`src/rtl/spi_pkg.sv`:
```
// spi_pkg: shared state encoding and default sizing for the SPI operand slaves.
package spi_pkg;

   localparam int DEF_OP_WIDTH   = 4;
   localparam int DEF_DATA_WIDTH = 32;
   localparam int DEF_WAIT_EDGES = 9;

   // Word sent back when the core never delivered a result in time
   localparam logic [31:0] LATE_WORD = 32'hDEAD_BEEF;

   typedef enum logic [2:0] {
      IDLE,
      RX_OP,
      RX_A,
      RX_B,
      WAIT,
      TX_RES,
      DONE
   } spi_slave_state_t;

endpackage

```
`src/rtl/spi_if.sv`:
```
// spi_if: four-wire SPI bundle (sclk idles low, nss active low).
interface spi_if;

   logic sclk;
   logic mosi;
   logic nss;
   logic miso;

   modport SLAVE  (input sclk, input mosi, input nss, output miso);
   modport MASTER (output sclk, output mosi, output nss, input miso);

endinterface

```
`src/rtl/spi_edge_sync.sv`:
```
// spi_edge_sync: brings sclk/mosi/nss into the clock domain through two flops
// and reports sclk rise/fall and nss fall as single-cycle pulses.
module spi_edge_sync (
   input  logic clock,
   input  logic reset,
   input  logic sclk_in,
   input  logic mosi_in,
   input  logic nss_in,
   output logic mosi,
   output logic nss,
   output logic sclk_rise,
   output logic sclk_fall,
   output logic nss_fall
);

   // Bit order {nss, mosi, sclk}; the bus idles with nss high, sclk/mosi low
   localparam logic [2:0] IDLE_LEVELS = 3'b100;

   logic [2:0] raw_bits;
   logic [2:0] sync_bits;
   logic       sclk_prev_reg;
   logic       nss_prev_reg;
   logic [1:0] settle_reg;
   logic       settled;

   assign raw_bits = {nss_in, mosi_in, sclk_in};

   genvar gi;
   generate
      for (gi = 0; gi < 3; gi++) begin : g_sync
         logic meta_reg;
         logic sync_reg;

         // Two-flop synchronizer for one SPI pin
         always_ff @(posedge clock or negedge reset) begin
            if (!reset) begin
               meta_reg <= IDLE_LEVELS[gi];
               sync_reg <= IDLE_LEVELS[gi];
            end else begin
               meta_reg <= raw_bits[gi];
               sync_reg <= meta_reg;
            end
         end

         assign sync_bits[gi] = sync_reg;
      end
   endgenerate

   // Previous synchronized levels for edge detection
   always_ff @(posedge clock or negedge reset) begin
      if (!reset) begin
         sclk_prev_reg <= 1'b0;
         nss_prev_reg  <= 1'b1;
      end else begin
         sclk_prev_reg <= sync_bits[0];
         nss_prev_reg  <= sync_bits[2];
      end
   end

   // Edges are masked until the chain has refilled with real pin levels, so a
   // reset released while nss is already low does not look like a new frame
   always_ff @(posedge clock or negedge reset) begin
      if (!reset) begin
         settle_reg <= 2'd0;
      end else if (settle_reg != 2'd3) begin
         settle_reg <= settle_reg + 2'd1;
      end
   end

   assign settled   = (settle_reg == 2'd3);
   assign mosi      = sync_bits[1];
   assign nss       = sync_bits[2];
   assign sclk_rise = settled &  sync_bits[0] & ~sclk_prev_reg;
   assign sclk_fall = settled & ~sync_bits[0] &  sclk_prev_reg;
   assign nss_fall  = settled & ~sync_bits[2] &  nss_prev_reg;

endmodule

```
`src/rtl/spi_op_slave.sv`:
```
// spi_op_slave: SPI slave that receives opcode + two operands, hands them to a
// core, waits a fixed number of SCLK edges and shifts the core result back.
// Optional feature macro: SPI_OP_SLAVE_LATE_EN (late result -> DEADBEEF + late_err).
module spi_op_slave
   import spi_pkg::*;
#(
   parameter int OP_WIDTH   = DEF_OP_WIDTH,
   parameter int DATA_WIDTH = DEF_DATA_WIDTH,
   parameter int WAIT_EDGES = DEF_WAIT_EDGES
) (
   input  logic                  clock,
   input  logic                  reset,
   spi_if.SLAVE                  spi,
   output logic                  op_valid,
   output logic [OP_WIDTH-1:0]   op,
   output logic [DATA_WIDTH-1:0] a,
   output logic [DATA_WIDTH-1:0] b,
   input  logic                  res_valid,
   input  logic [DATA_WIDTH-1:0] res
`ifdef SPI_OP_SLAVE_LATE_EN
   ,
   output logic                  late_err
`endif
);

   localparam int CNT_MAX = (DATA_WIDTH > WAIT_EDGES) ? DATA_WIDTH : WAIT_EDGES;
   localparam int CNT_W   = $clog2(CNT_MAX) + 1;

   localparam logic [CNT_W-1:0] OP_LAST   = CNT_W'(OP_WIDTH - 1);
   localparam logic [CNT_W-1:0] DATA_LAST = CNT_W'(DATA_WIDTH - 1);
   localparam logic [CNT_W-1:0] WAIT_LAST = CNT_W'(WAIT_EDGES - 1);
   localparam logic [CNT_W-1:0] CNT_ONE   = CNT_W'(1);

`ifdef SPI_OP_SLAVE_LATE_EN
   localparam logic [DATA_WIDTH-1:0] MISSING_WORD = DATA_WIDTH'(LATE_WORD);
`else
   localparam logic [DATA_WIDTH-1:0] MISSING_WORD = '0;
`endif

   logic mosi_s;
   logic nss_s;
   logic sclk_rise;
   logic sclk_fall;
   logic nss_fall;

   spi_slave_state_t      state_reg;
   logic [CNT_W-1:0]      bit_cnt_reg;
   logic [DATA_WIDTH-1:0] rx_shift_reg;
   logic [OP_WIDTH-1:0]   op_hold_reg;
   logic [DATA_WIDTH-1:0] a_hold_reg;
   logic [OP_WIDTH-1:0]   op_reg;
   logic [DATA_WIDTH-1:0] a_reg;
   logic [DATA_WIDTH-1:0] b_reg;
   logic                  op_valid_reg;
   logic [DATA_WIDTH-1:0] result_reg;
   logic                  res_seen_reg;
   logic [DATA_WIDTH-1:0] tx_shift_reg;
   logic                  miso_reg;
`ifdef SPI_OP_SLAVE_LATE_EN
   logic                  late_err_reg;
`endif

   logic [DATA_WIDTH-1:0] rx_next;
   logic [DATA_WIDTH-1:0] tx_word;

   spi_edge_sync u_sync (
      .clock     (clock),
      .reset     (reset),
      .sclk_in   (spi.sclk),
      .mosi_in   (spi.mosi),
      .nss_in    (spi.nss),
      .mosi      (mosi_s),
      .nss       (nss_s),
      .sclk_rise (sclk_rise),
      .sclk_fall (sclk_fall),
      .nss_fall  (nss_fall)
   );

   assign rx_next = {rx_shift_reg[DATA_WIDTH-2:0], mosi_s};

   // Word to launch at the end of WAIT: a strobe arriving on that very clock still counts
   always_comb begin
      tx_word = MISSING_WORD;
      if (res_seen_reg) begin
         tx_word = result_reg;
      end else if (res_valid) begin
         tx_word = res;
      end
   end

   // Frame sequencer: receive op/A/B, publish them, wait, shift the result out
   always_ff @(posedge clock or negedge reset) begin
      if (!reset) begin
         state_reg    <= IDLE;
         bit_cnt_reg  <= '0;
         rx_shift_reg <= '0;
         op_hold_reg  <= '0;
         a_hold_reg   <= '0;
         op_reg       <= '0;
         a_reg        <= '0;
         b_reg        <= '0;
         op_valid_reg <= 1'b0;
         result_reg   <= '0;
         res_seen_reg <= 1'b0;
         tx_shift_reg <= '0;
         miso_reg     <= 1'b0;
`ifdef SPI_OP_SLAVE_LATE_EN
         late_err_reg <= 1'b0;
`endif
      end else begin
         op_valid_reg <= 1'b0;
         if (state_reg != IDLE && nss_s) begin
            // Master deselected: abandon whatever was in flight
            state_reg   <= IDLE;
            bit_cnt_reg <= '0;
            miso_reg    <= 1'b0;
         end else begin
            case (state_reg)
               IDLE: begin
                  if (nss_fall) begin
                     state_reg    <= RX_OP;
                     bit_cnt_reg  <= '0;
                     result_reg   <= '0;
                     res_seen_reg <= 1'b0;
                  end
               end
               RX_OP: begin
                  if (sclk_fall) begin
                     rx_shift_reg <= rx_next;
                     if (bit_cnt_reg == OP_LAST) begin
                        op_hold_reg <= rx_next[OP_WIDTH-1:0];
                        bit_cnt_reg <= '0;
                        state_reg   <= RX_A;
                     end else begin
                        bit_cnt_reg <= bit_cnt_reg + CNT_ONE;
                     end
                  end
               end
               RX_A: begin
                  if (sclk_fall) begin
                     rx_shift_reg <= rx_next;
                     if (bit_cnt_reg == DATA_LAST) begin
                        a_hold_reg  <= rx_next;
                        bit_cnt_reg <= '0;
                        state_reg   <= RX_B;
                     end else begin
                        bit_cnt_reg <= bit_cnt_reg + CNT_ONE;
                     end
                  end
               end
               RX_B: begin
                  if (sclk_fall) begin
                     rx_shift_reg <= rx_next;
                     if (bit_cnt_reg == DATA_LAST) begin
                        op_reg       <= op_hold_reg;
                        a_reg        <= a_hold_reg;
                        b_reg        <= rx_next;
                        op_valid_reg <= 1'b1;
                        bit_cnt_reg  <= '0;
                        state_reg    <= WAIT;
`ifdef SPI_OP_SLAVE_LATE_EN
                        late_err_reg <= 1'b0;
`endif
                     end else begin
                        bit_cnt_reg <= bit_cnt_reg + CNT_ONE;
                     end
                  end
               end
               WAIT: begin
                  if (res_valid && !res_seen_reg) begin
                     result_reg   <= res;
                     res_seen_reg <= 1'b1;
                  end
                  if (sclk_rise) begin
                     if (bit_cnt_reg == WAIT_LAST) begin
                        miso_reg     <= tx_word[DATA_WIDTH-1];
                        tx_shift_reg <= {tx_word[DATA_WIDTH-2:0], 1'b0};
                        result_reg   <= tx_word;
                        res_seen_reg <= 1'b1;
                        bit_cnt_reg  <= '0;
                        state_reg    <= TX_RES;
`ifdef SPI_OP_SLAVE_LATE_EN
                        if (!res_seen_reg && !res_valid) begin
                           late_err_reg <= 1'b1;
                        end
`endif
                     end else begin
                        bit_cnt_reg <= bit_cnt_reg + CNT_ONE;
                     end
                  end
               end
               TX_RES: begin
                  if (sclk_rise) begin
                     miso_reg     <= tx_shift_reg[DATA_WIDTH-1];
                     tx_shift_reg <= {tx_shift_reg[DATA_WIDTH-2:0], 1'b0};
                  end
                  if (sclk_fall) begin
                     if (bit_cnt_reg == DATA_LAST) begin
                        miso_reg    <= 1'b0;
                        bit_cnt_reg <= '0;
                        state_reg   <= DONE;
                     end else begin
                        bit_cnt_reg <= bit_cnt_reg + CNT_ONE;
                     end
                  end
               end
               DONE: begin
                  // SCLK ignored; the deselect path above returns to IDLE
               end
               default: begin
                  state_reg <= IDLE;
               end
            endcase
         end
      end
   end

   assign op_valid = op_valid_reg;
   assign op       = op_reg;
   assign a        = a_reg;
   assign b        = b_reg;
   // Raw nss gates miso so the line drops immediately on deselect
   assign spi.miso = miso_reg & ~spi.nss;
`ifdef SPI_OP_SLAVE_LATE_EN
   assign late_err = late_err_reg;
`endif

endmodule
```
`src/flat_wrapper.sv`:
```
// flat-port wrapper written by rule: the top's interface ports become plain ports
module spi_op_slave_flat import spi_pkg::*;
#(
   parameter int OP_WIDTH   = DEF_OP_WIDTH,
   parameter int DATA_WIDTH = DEF_DATA_WIDTH,
   parameter int WAIT_EDGES = DEF_WAIT_EDGES
)
  (clock, reset, op_valid, op, a, b, res_valid, res, spi_sclk, spi_mosi, spi_nss, spi_miso);
  spi_if spi_i ();
  input  logic clock;
  input  logic reset;
  output logic op_valid;
  output logic [OP_WIDTH-1:0] op;
  output logic [DATA_WIDTH-1:0] a;
  output logic [DATA_WIDTH-1:0] b;
  input  logic res_valid;
  input  logic [DATA_WIDTH-1:0] res;
  input wire logic [$bits(spi_i.sclk)-1:0] spi_sclk;
  input wire logic [$bits(spi_i.mosi)-1:0] spi_mosi;
  input wire logic [$bits(spi_i.nss)-1:0] spi_nss;
  output wire logic [$bits(spi_i.miso)-1:0] spi_miso;
  assign spi_i.sclk = spi_sclk;
  assign spi_i.mosi = spi_mosi;
  assign spi_i.nss = spi_nss;
  assign spi_miso = spi_i.miso;
  spi_op_slave #(.OP_WIDTH(OP_WIDTH), .DATA_WIDTH(DATA_WIDTH), .WAIT_EDGES(WAIT_EDGES)) u_core (.clock(clock), .reset(reset), .spi(spi_i), .op_valid(op_valid), .op(op), .a(a), .b(b), .res_valid(res_valid), .res(res));
endmodule
```
`config.mk`:
```
export PLATFORM = sky130hd
export DESIGN_NAME = spi_op_slave_flat
export DESIGN_NICKNAME = d
export VERILOG_FILES = /design/src/rtl/spi_pkg.sv /design/src/rtl/spi_if.sv /design/src/rtl/spi_edge_sync.sv /design/src/rtl/spi_op_slave.sv /design/src/flat_wrapper.sv
export SDC_FILE = /design/constraint.sdc
export NUM_CORES = 1
export LEC_CHECK = 0
export BUFFER_PORTS_ARGS = -buffer_cell sky130_fd_sc_hd__buf_2
export CAP_MARGIN = 20
export CORE_AREA = 2 2 158 160
export DETAILED_ROUTE_END_ITERATION = 10
export DIE_AREA = 0 0 160 162
export SLEW_MARGIN = 40
export SYNTH_ARGS = -nofsm -noshare
export SYNTH_HDL_FRONTEND = slang
export SYNTH_SLANG_ARGS = --single-unit
```
`constraint.sdc`:
```
create_clock -name clock -period 2.3 [get_ports clock]
set_input_delay 0.46 -clock clock [delete_from_list [all_inputs] [get_ports clock]]
set_output_delay 0.46 -clock clock [all_outputs]
set_load 0.05 [all_outputs]
```
==> summary.txt <==
Status
  – Status: finished clean

CTS
  – Clock transition at the registers of the reported paths: 0.06 ns
  – Count of H-tree levels built during CTS: 1
  – Worst-Skew Late Latency: 0.51 ns
  – Total CTS buffers: 25
  – Worst-case clock buffer depth: 3
  – Root buffer cell: sky130_fd_sc_hd__clkbuf_16
  – CTS sink cnt: between 200 and 250
  – TritonCTS clock tree: yes

Layout
  – Leading cell types in the layout, fill and taps excluded: sky130_fd_sc_hd__nand2_1, sky130_fd_sc_hd__dfrtp_1, sky130_fd_sc_hd__buf_2
  – Area added between synthesis and finish: 22.5%
  – Final nets: ~1,000
  – Share of post-route cells with drive strength above 1: approximately 27%
  – Most common cell after layout, fill and taps aside: sky130_fd_sc_hd__nand2_1
  – Fillers: 2,285
  – Post-Route Utilization: between 40% and 50%

Route
  – DR top layer: met4
  – Count of antenna-violating nets left after detailed routing: 0
  – Length of the first detailed-routing pass in iterations: 4
  – Met3 wire len: slightly below 800 µm
  – DRC Markers: 0
  – Routed wire length: 19,000 µm
  – Avg Vias per Cell: ~4.9
  – Drt initial violations: ~360
  – Final routed wire length divided by cell count: 14.6 µm
  – DR vias: around 6,400
  – Detailed route wirelength on metal2: a little under 9000 µm
  – Metal1 wirelength: about 9000 µm

Global route
  – Antenna violations before repair: 1
  – Global router's overall resource usage: ~15%
  – Gr ovfl total: 0
  – Pin count of the biggest net entering global routing: 70
  – First-pass GRT wire length: approximately 32,000 µm
  – Vias in the first global route: 6,300

Placed design
  – Final weighted congestion in routability-driven placement: about 0.85
  – Place WS: 0.0427 ns
  – Post-DP HPWL: 11,800 µm
  – I/O Buffers: about 110

Setup path
  – Type of the worst setup path: flop to flop
  – Category of the worst setup path launch point: flop
  – CP endpoint kind: flop
  – Worst reg2reg startpoint: u_core.u_sync.settle_reg[0]
  – Maximum fanout along the worst path: 32
  – Minimum setup slack among reg-to-reg paths: ~0.16 ns
  – CP Data Required Time: 2.69 ns
  – Arrival time worst endpoint: between 2 and 3 ns
  – Length in cells of the worst reg-to-reg path: 6
  – Worst flop-to-flop path endpoint: u_core.a_hold_reg[25]

Timing
  – Crit share post-route: around 93%
  – Relative slew slack: 63.9%
  – Final-report max-slew violation count: 0
  – Worst Max-Slew Pin Slew: 0.539 ns
  – Minimum setup slack in the final design: approximately 0.16 ns
  – Unrepaired setup endpoints after global routing: no
  – Total setup violations reported at the end of the flow: 0
  – Final Hold Fails: 0
  – Skew final: about 0.017 ns
  – Setup Total Neg Slack: 0 ns
  – Final critical delay including setup and external delays: approximately 2.1 ns
  – Achievable Freq: 468 MHz

Floorplan
  – Ports: around 110
  – Floorplan Core Area: between 20,000 and 25,000 µm²
  – Die H: around 160 µm
  – Die area: between 20,000 and 30,000 µm²
  – Initial core utilization: 37.7%
  – Die Width: ~160 µm
  – Number of placement rows: 57

Power and ir drop
  – IR drop worst, VDD: 453 µV
  – Sum of internal, switching and leakage power: approximately 8.9 mW
  – Power density over the cells: between 800 and 900 nW/µm²
  – Leakage component of the power: ~5.9 nW

Synth
  – Sequential fraction of the synthesis area: between 60 and 70%
  – Post-Synthesis Net Count: between 800 and 900
  – Post-Syn Area per Cell: roughly 11 µm²
  – Warnings from Yosys: 0
  – Cell count after synthesis: between 800 and 900
  – #FFs+latches synth: 220
  – Count of distinct cell types in the synthesized netlist: 51
  – Post-synth design cell area: 9080 µm²

Hold path
  – Cell depth of the worst min-delay path: 1
  – Worst min-delay path class: input pin to flop
  – Startpoint of the lowest-slack hold path: spi_mosi
  – Capture endpoint of the worst hold path: u_core.u_sync.g_sync[1].meta_reg

Flow run
  – Count of maximum capacitance violations: 0
power breakdown:
part           switching (mW)  total [mW]  internal (mW)  leakage, nW
Sequential              0.121        4.08           3.96         2.87
Clock                    1.53        4.16           2.63        0.443
Combinational           0.410       0.702          0.292         2.55
Total                    2.06        8.95           6.89         5.87
cells in the mapped netlist, drive strengths merged:
cell | number | area [µm²]
or4b | 1 | 10.0
a21oi | 6 | 30.0
nor4 | 3 | 25.0
and2 | 3 | 18.8
nor2 | 7 | 26.3
nor3b | 1 | 7.51
clkbuf | 40 | 150
o2bb2ai | 1 | 8.76
o211ai | 3 | 22.5
nor3 | 8 | 45.0
a211oi | 1 | 20.0
inv | 6 | 22.5
nand2b | 3 | 18.8
xnor2 | 1 | 8.76
nor2b | 3 | 18.8
a32oi | 2 | 17.5
a32o | 1 | 10.0
a22o | 34 | 298
a22oi | 30 | 225
mux2 | 69 | 777
and4 | 1 | 8.76
nand4bb | 2 | 22.5
o41ai | 3 | 26.3
o22a | 1 | 8.76
o31ai | 1 | 7.51
a2111o | 1 | 11.3
nor4bb | 1 | 10.0
o32ai | 2 | 17.5
dfrtp | 217 | 5430
nand3 | 8 | 45.0
a221o | 1 | 10.0
o21ba | 1 | 10.0
o21ai | 71 | 355
nand3b | 3 | 35.0
dfstp | 3 | 78.8
buf | 17 | 106
nor4b | 1 | 8.76
and3b | 1 | 8.76
or3 | 4 | 25.0
nand2 | 279 | 1050
nand4 | 1 | 6.26
ha | 3 | 37.5
how the worst max path moves through the flow:
stage,from,to,cells after the start
after floorplan,u_core.u_sync.settle_reg[0],u_core.a_hold_reg[1],7
after global placement,u_core.u_sync.settle_reg[0],u_core.a[26],7
after detailed placement,u_core.u_sync.settle_reg[0],u_core.b[18],7
after CTS,u_core.u_sync.settle_reg[0],u_core.b[14],7
after global routing,u_core.bit_cnt_reg[0],u_core.bit_cnt_reg[4],6
final,u_core.u_sync.settle_reg[0],u_core.a_hold_reg[25],6
worst max-delay path, stage by stage, from the launching register on:
cell and delay [ns]:
sky130_fd_sc_hd__dfrtp_1 0.36, sky130_fd_sc_hd__ha_2 0.26, sky130_fd_sc_hd__nand3b_4 0.09, sky130_fd_sc_hd__or3_1 0.46, sky130_fd_sc_hd__nor3_4 0.23, sky130_fd_sc_hd__buf_12 0.24, sky130_fd_sc_hd__mux2_2 0.36
routing by layer:
metal / track usage [%] / vias to the layer above
met3: 2.68 / 20
li1: - / 3126
met1: 21.0 / 3124
met4: 3.69 / 0
met2: 23.9 / 132
met5: 0 / -
final cells by class:
| class | count | area, µm² | area share (%) |
|---|---|---|---|
| flip-flops and latches | 220 | 5510 | 49.5 |
| clock inverters | 8 | 130 | 1.17 |
| well taps | 324 | 405 | 3.64 |
| diodes | 1 | 2.50 | 0.0225 |
| multi-input cells | 562 | 3330 | 29.9 |
| repair buffers | 141 | 958 | 8.62 |
| clock buffers | 38 | 764 | 6.87 |
| inverters | 6 | 22.5 | 0.202 |
stage by stage:
step	std cells	hold slack (ns)	instance area [µm²]
after CTS	1298	0.0399	11100
after global routing	1299	0.0441	11100
final	1300	0.0569	11100
after detailed placement	1251	0.337	10200
after floorplan	845	0.164	9080
after global placement	1251	0.333	10200
cell families (layout without fill, tap and decap cells):
| family | count (synthesis) | count (layout) | synth area share, % |
|---|---|---|---|
| AND/OR/NAND/NOR | 330 | 330 | 15.3 |
| AO/OA/AOI/OAI | 159 | 159 | 11.9 |
| flip-flops | 220 | 220 | 60.7 |
| other | 0 | 1 | 0 |
| buffers and inverters | 63 | 193 | 3.07 |
| adder cells (fa/ha/maj) | 3 | 3 | 0.414 |
| XOR/XNOR | 1 | 1 | 0.0965 |
| multiplexers | 69 | 69 | 8.56 |
timing repair:
item                                    CTS  global route
endpoints found under the hold margin    56             0
resized for setup                         0             3
setup buffers                             0             0
endpoints found under the setup margin    0            69
hold buffers                              1             0
(Power assumes the default switching activity.)
